File: src/rtl/proc_ctrl_pkg.sv
// Shared types for the host-side run-protocol sequencer.
package proc_ctrl_pkg;

   typedef enum logic [2:0] {IDLE, LAUNCH, RUN, ACK, FINISH, ERROR} seq_state_t;

   // Level of core_start that parks the core (high = parked / acknowledge).
   localparam logic START_PARK = 1'b1;

endpackage

File: src/rtl/program_sequencer_edge_detect.sv
// Registered rising-edge detector for a level host input.
module edge_detect (
   input  logic clk,
   input  logic reset_n,
   input  logic d,
   output logic rise
);

   logic d_q;

   // Remember last cycle's level so a held level yields a single pulse.
   always_ff @(posedge clk or negedge reset_n) begin
      if (!reset_n) d_q <= 1'b0;
      else          d_q <= d;
   end

   assign rise = d & ~d_q;

endmodule

File: src/rtl/program_sequencer.sv
// Drives the core's start/done handshake for NUM_PROGS back-to-back programs,
// reports each program's run length and flags a hung core by timeout.
module program_sequencer
   import proc_ctrl_pkg::*;
#(
   parameter int NUM_PROGS  = 3,
   parameter int CNT_W      = 16,
   parameter int TIMEOUT    = 'hFFF0,
   parameter int START_HOLD = 2
) (
   input  logic             clk,
   input  logic             reset_n,
   input  logic             go,
   input  logic             core_done,
   output logic             core_start,
   output logic [3:0]       prog_idx,
   output logic [CNT_W-1:0] cycle_count,
   output logic             count_valid,
   output logic             busy,
   output logic             all_done,
   output logic             timeout_err
);

   localparam int               HOLD_W    = (START_HOLD > 1) ? $clog2(START_HOLD) : 1;
   localparam logic [HOLD_W-1:0] HOLD_LAST = HOLD_W'(START_HOLD - 1);
   localparam logic [CNT_W-1:0]  TO_LAST   = CNT_W'(TIMEOUT - 1);
   localparam logic [3:0]        IDX_LAST  = 4'(NUM_PROGS - 1);

   seq_state_t        state, state_d;
   logic              start_d, cv_d;
   logic [3:0]        idx_d;
   logic [CNT_W-1:0]  cnt_d, run_cnt, run_d;
   logic [HOLD_W-1:0] hold_cnt, hold_d;
   logic              go_rise;

   edge_detect u_go_edge (
      .clk     (clk),
      .reset_n (reset_n),
      .d       (go),
      .rise    (go_rise)
   );

   // State, registered outputs and inline counters.
   always_ff @(posedge clk or negedge reset_n) begin
      if (!reset_n) begin
         state       <= IDLE;
         core_start  <= START_PARK;
         prog_idx    <= '0;
         cycle_count <= '0;
         count_valid <= 1'b0;
         hold_cnt    <= '0;
         run_cnt     <= '0;
      end else begin
         state       <= state_d;
         core_start  <= start_d;
         prog_idx    <= idx_d;
         cycle_count <= cnt_d;
         count_valid <= cv_d;
         hold_cnt    <= hold_d;
         run_cnt     <= run_d;
      end
   end

   // Next-state and next-output decode; done is checked ahead of timeout.
   always_comb begin
      state_d = state;
      start_d = core_start;
      idx_d   = prog_idx;
      cnt_d   = cycle_count;
      cv_d    = 1'b0;
      hold_d  = hold_cnt;
      run_d   = run_cnt;
      case (state)
         IDLE, FINISH, ERROR: begin
            start_d = START_PARK;
            if (go_rise) begin
               state_d = LAUNCH;
               idx_d   = '0;
               hold_d  = '0;
            end
         end
         LAUNCH: begin
            start_d = START_PARK;
            if (hold_cnt < HOLD_LAST) hold_d = hold_cnt + 1'b1;
            // A stale done from the previous run keeps the core parked.
            if (hold_cnt >= HOLD_LAST && !core_done) begin
               start_d = ~START_PARK;
               run_d   = '0;
               state_d = RUN;
            end
         end
         RUN: begin
            start_d = ~START_PARK;
            if (core_done) begin
               cnt_d   = run_cnt;
               cv_d    = 1'b1;
               start_d = START_PARK;
               run_d   = '0;
               state_d = ACK;
            end else begin
               run_d = run_cnt + 1'b1;
               if (run_cnt >= TO_LAST) begin
                  start_d = START_PARK;
                  state_d = ERROR;
               end
            end
         end
         ACK: begin
            start_d = START_PARK;
            if (!core_done) begin
               if (prog_idx == IDX_LAST) begin
                  state_d = FINISH;
               end else begin
                  idx_d   = prog_idx + 1'b1;
                  hold_d  = '0;
                  state_d = LAUNCH;
               end
            end else begin
               run_d = run_cnt + 1'b1;
               if (run_cnt >= TO_LAST) state_d = ERROR;
            end
         end
         default: state_d = IDLE;
      endcase
   end

   assign busy        = (state == LAUNCH) || (state == RUN) || (state == ACK);
   assign all_done    = (state == FINISH);
   assign timeout_err = (state == ERROR);

endmodule
File: config.mk
export PLATFORM = sky130hd
export DESIGN_NAME = program_sequencer
export DESIGN_NICKNAME = d
export VERILOG_FILES = /design/src/rtl/proc_ctrl_pkg.sv /design/src/rtl/program_sequencer_edge_detect.sv /design/src/rtl/program_sequencer.sv
export SDC_FILE = /design/constraint.sdc
export NUM_CORES = 1
export LEC_CHECK = 0
export BUFFER_PORTS_ARGS = -buffer_cell sky130_fd_sc_hd__buf_4
export CORE_MARGIN = 3
export CORE_UTILIZATION = 41
export CTS_BUF_LIST = sky130_fd_sc_hd__clkbuf_8
export DETAILED_ROUTE_END_ITERATION = 10
export PLACE_DENSITY = 0.66
export SLEW_MARGIN = 20
export SYNTH_ARGS = -nofsm -noshare
export SYNTH_HDL_FRONTEND = slang
export SYNTH_SLANG_ARGS = --single-unit
File: constraint.sdc
create_clock -name clk -period 2.05 [get_ports clk]
set_clock_uncertainty 0.2 [all_clocks]
set_input_delay 0.205 -clock clk [delete_from_list [all_inputs] [get_ports clk]]
set_output_delay 0.205 -clock clk [all_outputs]
set_load 0.02 [all_outputs]
Yosys cells after proc, flatten, opt, wreduce, memory -nomap -nowiden
Cells that the tools add are included.

Flip-flop bits (word level): 43. Input bits: 4. Output and inout port bits: 25. Word-level logic and storage cells: 70.

Add/sub/neg operators: 3. Magnitude comparators: 3. Eq/ne operators: 12. Mux-type cells: 26. Bitwise operators: 2. Reduce and logical (&&, ||, !) cells: 16.

Operators by type and width (count): $mux 16 (3); $pmux 16 s3 (1); $mux 3 (6); $add 16x1->16 const B (1); $ge 16x16->1 const B (1); $mux 4 (3); $ne 2x2->1 const B (6); $pmux 3 s4 (1); $mux 1 (9); $reduce_bool 3->1 (3); $pmux 4 s2 (1); $eq 3x2->1 const B (2); $eq 3x3->1 const B (2); $pmux 1 s3 (2); $reduce_and 5->1 (1); $add 4x1->4 const B (1); $eq 4x2->1 const B (1); $reduce_and 2->1 (2); $reduce_and 4->1 (1); $reduce_or 4->1 (1); $eq 3x1->1 const B (1); $logic_not 3->1 (1); $reduce_and 3->1 (1); $reduce_or 3->1 (1); 9 further kinds (10).

Depth between registers and ports, before layout
Depth in word-level cells: 4. Depth in mapped cells: 7. Depth with buffers taken out: 7.

By module
Synthesis repeated with hierarchy kept, for this count alone.

Cell total of the unflattened synthesis: 202. Area total of the unflattened synthesis: 2197.1 um^2.

By module, submodules not included: program_sequencer (instances 1, cells each 200, area an instance 2158.3 um^2, sequential area each 1052.3 um^2); edge_detect (instances 1, cells each 2, area an instance 38.8 um^2, sequential area each 25.0 um^2).

Least setup slack after synthesis
Ideal clock, no wire load.

Path type: register to register. From: register prog_idx[0]. To: register prog_idx[3]. Setup time: 0.131 ns. Data arrival time: 1.472 ns. Data required time: 1.719 ns. Setup slack: 0.247 ns. Stages on the path, launching flop included: 8. Path buffers: 0. Period minus slack after synthesis: 1.803 ns. Cell sequence: dfrtp_1 > inv_1 > ha_1 > nor3b_1 > nor3_1 > nand4_1 > xor2_1 > nor2_1.

Longest elaborated chain between the ends: 4. Elaborated cells on any way between the ends: 7. Those cells by class: 1 x add/sub; 2 x eq/ne; 3 x mux; 1 x reduce/logical.

RTL lines: from (decl) (line program_sequencer.sv:16) `output logic [3:0] prog_idx,`; from (signal assigned) (line program_sequencer.sv:56) `prog_idx <= idx_d;`; $add 4x1->4 (line program_sequencer.sv:114) `idx_d = prog_idx + 1'b1;`; $mux 4 (line program_sequencer.sv:111) `if (prog_idx == IDX_LAST) begin`; $mux 4 (line program_sequencer.sv:110) `if (!core_done) begin`; $pmux 4 s2 (line program_sequencer.sv:73) `case (state)`.

Parallel ways exist; a longest one is shown, timed or not. The select of a mux whose other input is x is not followed. A chain may end at the register's enable or synchronous reset.

Worst setup path in the final report
Ends and elaborated chain as after synthesis.

==> reports/results.txt <==
CP peak stage delay - 0.44 ns
CP Cell Sequence - inv_1, ha_1, nor3b_1, nor3_1, nand4_1, xor2_1, nor2_1
Max frequency - 523 MHz
Met1 wire length - 2000 microns
Max-slew violations - 0
Synth area leaders - dfrtp_1, mux2_2, nor2_1
Worst setup SP type - register
Worst Path Required - 2.02 ns
Boundary Pins - 29
Int Pwr - 1.65 mW
Mux contribution to synthesized area - 9.32%
Cts repair resizes - 0
Vias - 1516
Post-route minimum period - 1.91 ns
DRC viols - 0
Clk sinks - 43
Worst Path Max Fanout - 6
Chip height - 77.5 microns
Status - complete, no violations
Initial Util - 43.5%
Leakage - 1.20 nW
GPL Wtd Cong - 0.834
TritonCTS clock tree - done
Combinational share of power - 39.5%
Hold buffers post-CTS - 2
Hold Vio Cnt, Final - 0
Met2 WL - 1740 microns
Layout cells sized above 1 - 29.2%
Die ar. - 0.00600 sq mm
Final setup fails - 0
Mapped Cells - 195
Worst slew margin - 65.5%
Clock slew at reported path FFs - 0.08 ns
Critical path's slowest cell - dfrtp_1
Synth-to-Final Area Change - 21.4%
WP buf/inv - 1
Post-CTS setup buffers - 0
Post-route ant nets - 0
Main combinational cell family by area after synthesis - simple AND/OR/NAND/NOR gates
Worst-skew pair later-pin latency - 0.29 ns
Vias in the first global route - 1417
Top cell type's share of synthesized area - 50.2%
DRT Wirelength - 3970 microns
Data arrival, critical path - 1.88 ns
Sequential element share of the synthesized area - 51.4%
Synth cell types - 46
CTS max path bufs - 2
Final Cycle Share - 93.2%
# fillers - 460
Net switching fraction of the power - 37.2%
Rows - 25
Routed wire per std cell - 13.1 microns
Largest net degree at the start of global routing - 44
Multi-input logic area - 961 sq um
Power per Cell Area - 1030 mW/mm^2
Post-synthesis adder-cell area fraction - 1.79%
Total power - 2.62 mW
Cts bufs inserted - 5
Register Area - 0.00108 sq mm
Largest delay share family, worst path - simple AND/OR/NAND/NOR gates
Initial DRC Count - 73
Synth area leader - dfrtp_1
GR Util All Layers - 14.1%
Root Buffer - clkbuf_8
Simple-Gate Fraction of Synth Area - 20.6%
Worst vdd ir - 568 uV
NetSw - 0.974 mW
Synthesized Nets - 202
N_diodes - 0
NumNets Final - 242
Sequential share of power - 40.9%
H-tree levels - 2
Met3 wire length - 163 microns
First-pass GRT wire length - 6820 microns
Xor/xnor share of the synthesized area - 5.44%
Yosys Warn Count - 0
I/O Buffers - 28
Post-synthesis async set-or-reset flop share - 100%
Vias/cell - 5.00
Compound-Gate Fraction of Synth Area - 8.72%
Post-Syn Area - 0.00209 sq mm
Crit Path Class - register to register
Unrepaired setup endpoints after global routing - no
Core Footprint - 0.00482 sq mm
#FFs+latches synth - 43
Clock network fraction of total power - 19.6%
Initial antenna violation count - 0
Worst-margin pin slew - 0.518 ns
Setup TNS - 0 ns
Drt first pass iters - 4
Type of the worst min-delay path - primary input to register
Crit end category - register
Dpl hpwl - 2840 microns
GR Overflow Total - 0
Die Wd - 77.5 microns
Highest metal layer with signal wires - met4
Top_reg_cell synth - dfrtp_1
Max-cap viol count - 0
Syn avg cell area - 10.7 sq um
EDFF count, synth - 0
==> state kept, by name, indices dropped and copies added, names as in the netlist <==
| name | flops |
|---|---|
| prog_idx | 4 |
| hold_cnt | 1 |
| u_go_edge.d_q | 1 |
| cycle_count | 16 |
| count_valid | 1 |
| run_cnt | 16 |
| state | 3 |
| core_start | 1 |
==> layout make-up <==
type	instances	area share, %
tap	67	3.30
sequential	43	42.4
timing repair buffer	39	12.2
clock inverter	3	0.639
clock buffer	5	2.71
multi-input combinational	139	37.8
inverter	7	1.03
==> synthesized netlist by cell type (all sizes together) (2+ instances only) <==
master / instances
mux2: 17
nor2: 23
o31ai: 4
nor4: 3
nand3: 10
a21oi: 5
nand2: 9
nor3: 8
or3: 2
o21ai: 11
buf: 4
inv: 7
nand2b: 3
xnor2: 8
nor3b: 2
dfrtp: 42
and3: 4
xor2: 5
nand4: 3
nor2b: 3
ha: 3
clkbuf: 2
or2: 2
a21o: 2
==> metal layers <==
| metal | up-vias | global-route usage [%] |
|---|---|---|
| met5 | - | 0 |
| met4 | 0 | 5.34 |
| met3 | 5 | 3.36 |
| met2 | 28 | 20.6 |
| met1 | 721 | 20.2 |
| li1 | 762 | - |
==> cell families after synthesis <==
logic type / after synthesis
AO/OA/AOI/OAI: 28
XOR/XNOR: 13
adder cells (fa/ha/maj): 3
buffers and inverters: 13
flip-flops: 43
multiplexers: 17
AND/OR/NAND/NOR: 78
==> layout by cell type, fill, tap and decap left out, drive strengths merged, types with 2 or more instances in the layout <==
cell type	n
o21ai	11
nand2b	3
buf	37
o31ai	4
or2	2
nor2b	3
clkbuf	5
nand4	3
nor3b	2
nor3	8
xor2	5
dlygate4sd3	2
xnor2	8
nor4	3
a21oi	5
nand3	10
ha	3
inv	8
a21o	2
and3	4
nor2	23
mux2	17
dfrtp	42
or3	2
nand2	9
==> power groups by stage <==
| stage | sequential [mW] | clock (mW) | combinational (mW) |
|---|---|---|---|
| 6_report | 1.07 | 0.514 | 1.04 |
| 5_1_grt | 1.09 | 0.569 | 1.14 |
| 4_1_cts | 1.07 | 0.539 | 1.05 |
| 3_5_place_dp | 1.09 | 0 | 1.04 |
| 3_3_place_gp | 1.09 | 0 | 1.04 |
| 2_1_floorplan | 1.16 | 0 | 0.579 |
==> worst paths after layout <==
| kind | slack (ns) | start | end | cells past startpoint |
|---|---|---|---|---|
| worst max register to register | 0.14 | prog_idx[0] | prog_idx[3] | 7 |
| worst min register to register | 0.31 | cycle_count[11] | cycle_count[11] | 1 |
| min in group asynchronous | 0.23 | reset_n | cycle_count[14] | 2 |
| worst min-delay path | 0.05 | core_done | state[1] | 3 |
| max in group asynchronous | 1.05 | reset_n | core_start | 2 |
| worst max-delay path | 0.14 | prog_idx[0] | prog_idx[3] | 7 |
==> worst min-delay path, stage by stage <==
cell and delay, ns:
buf_4 0.13, o2111ai_1 0.11, nand2_1 0.07
==> stage by stage <==
stage	utilization [%]	instances	worst slack, ns	instance area (sq um)	hold WS (ns)
finish	52.8	303	0.138	2540	0.0536
global route	52.8	303	0.0186	2540	0.0573
CTS	52.8	303	0.164	2540	0.0484
detailed placement	50.6	293	0.186	2440	0.0278
global placement	50.6	293	0.236	2440	0.0261
floorplan	-	195	0.247	2090	-0.291
(Power assumes the default switching activity.)
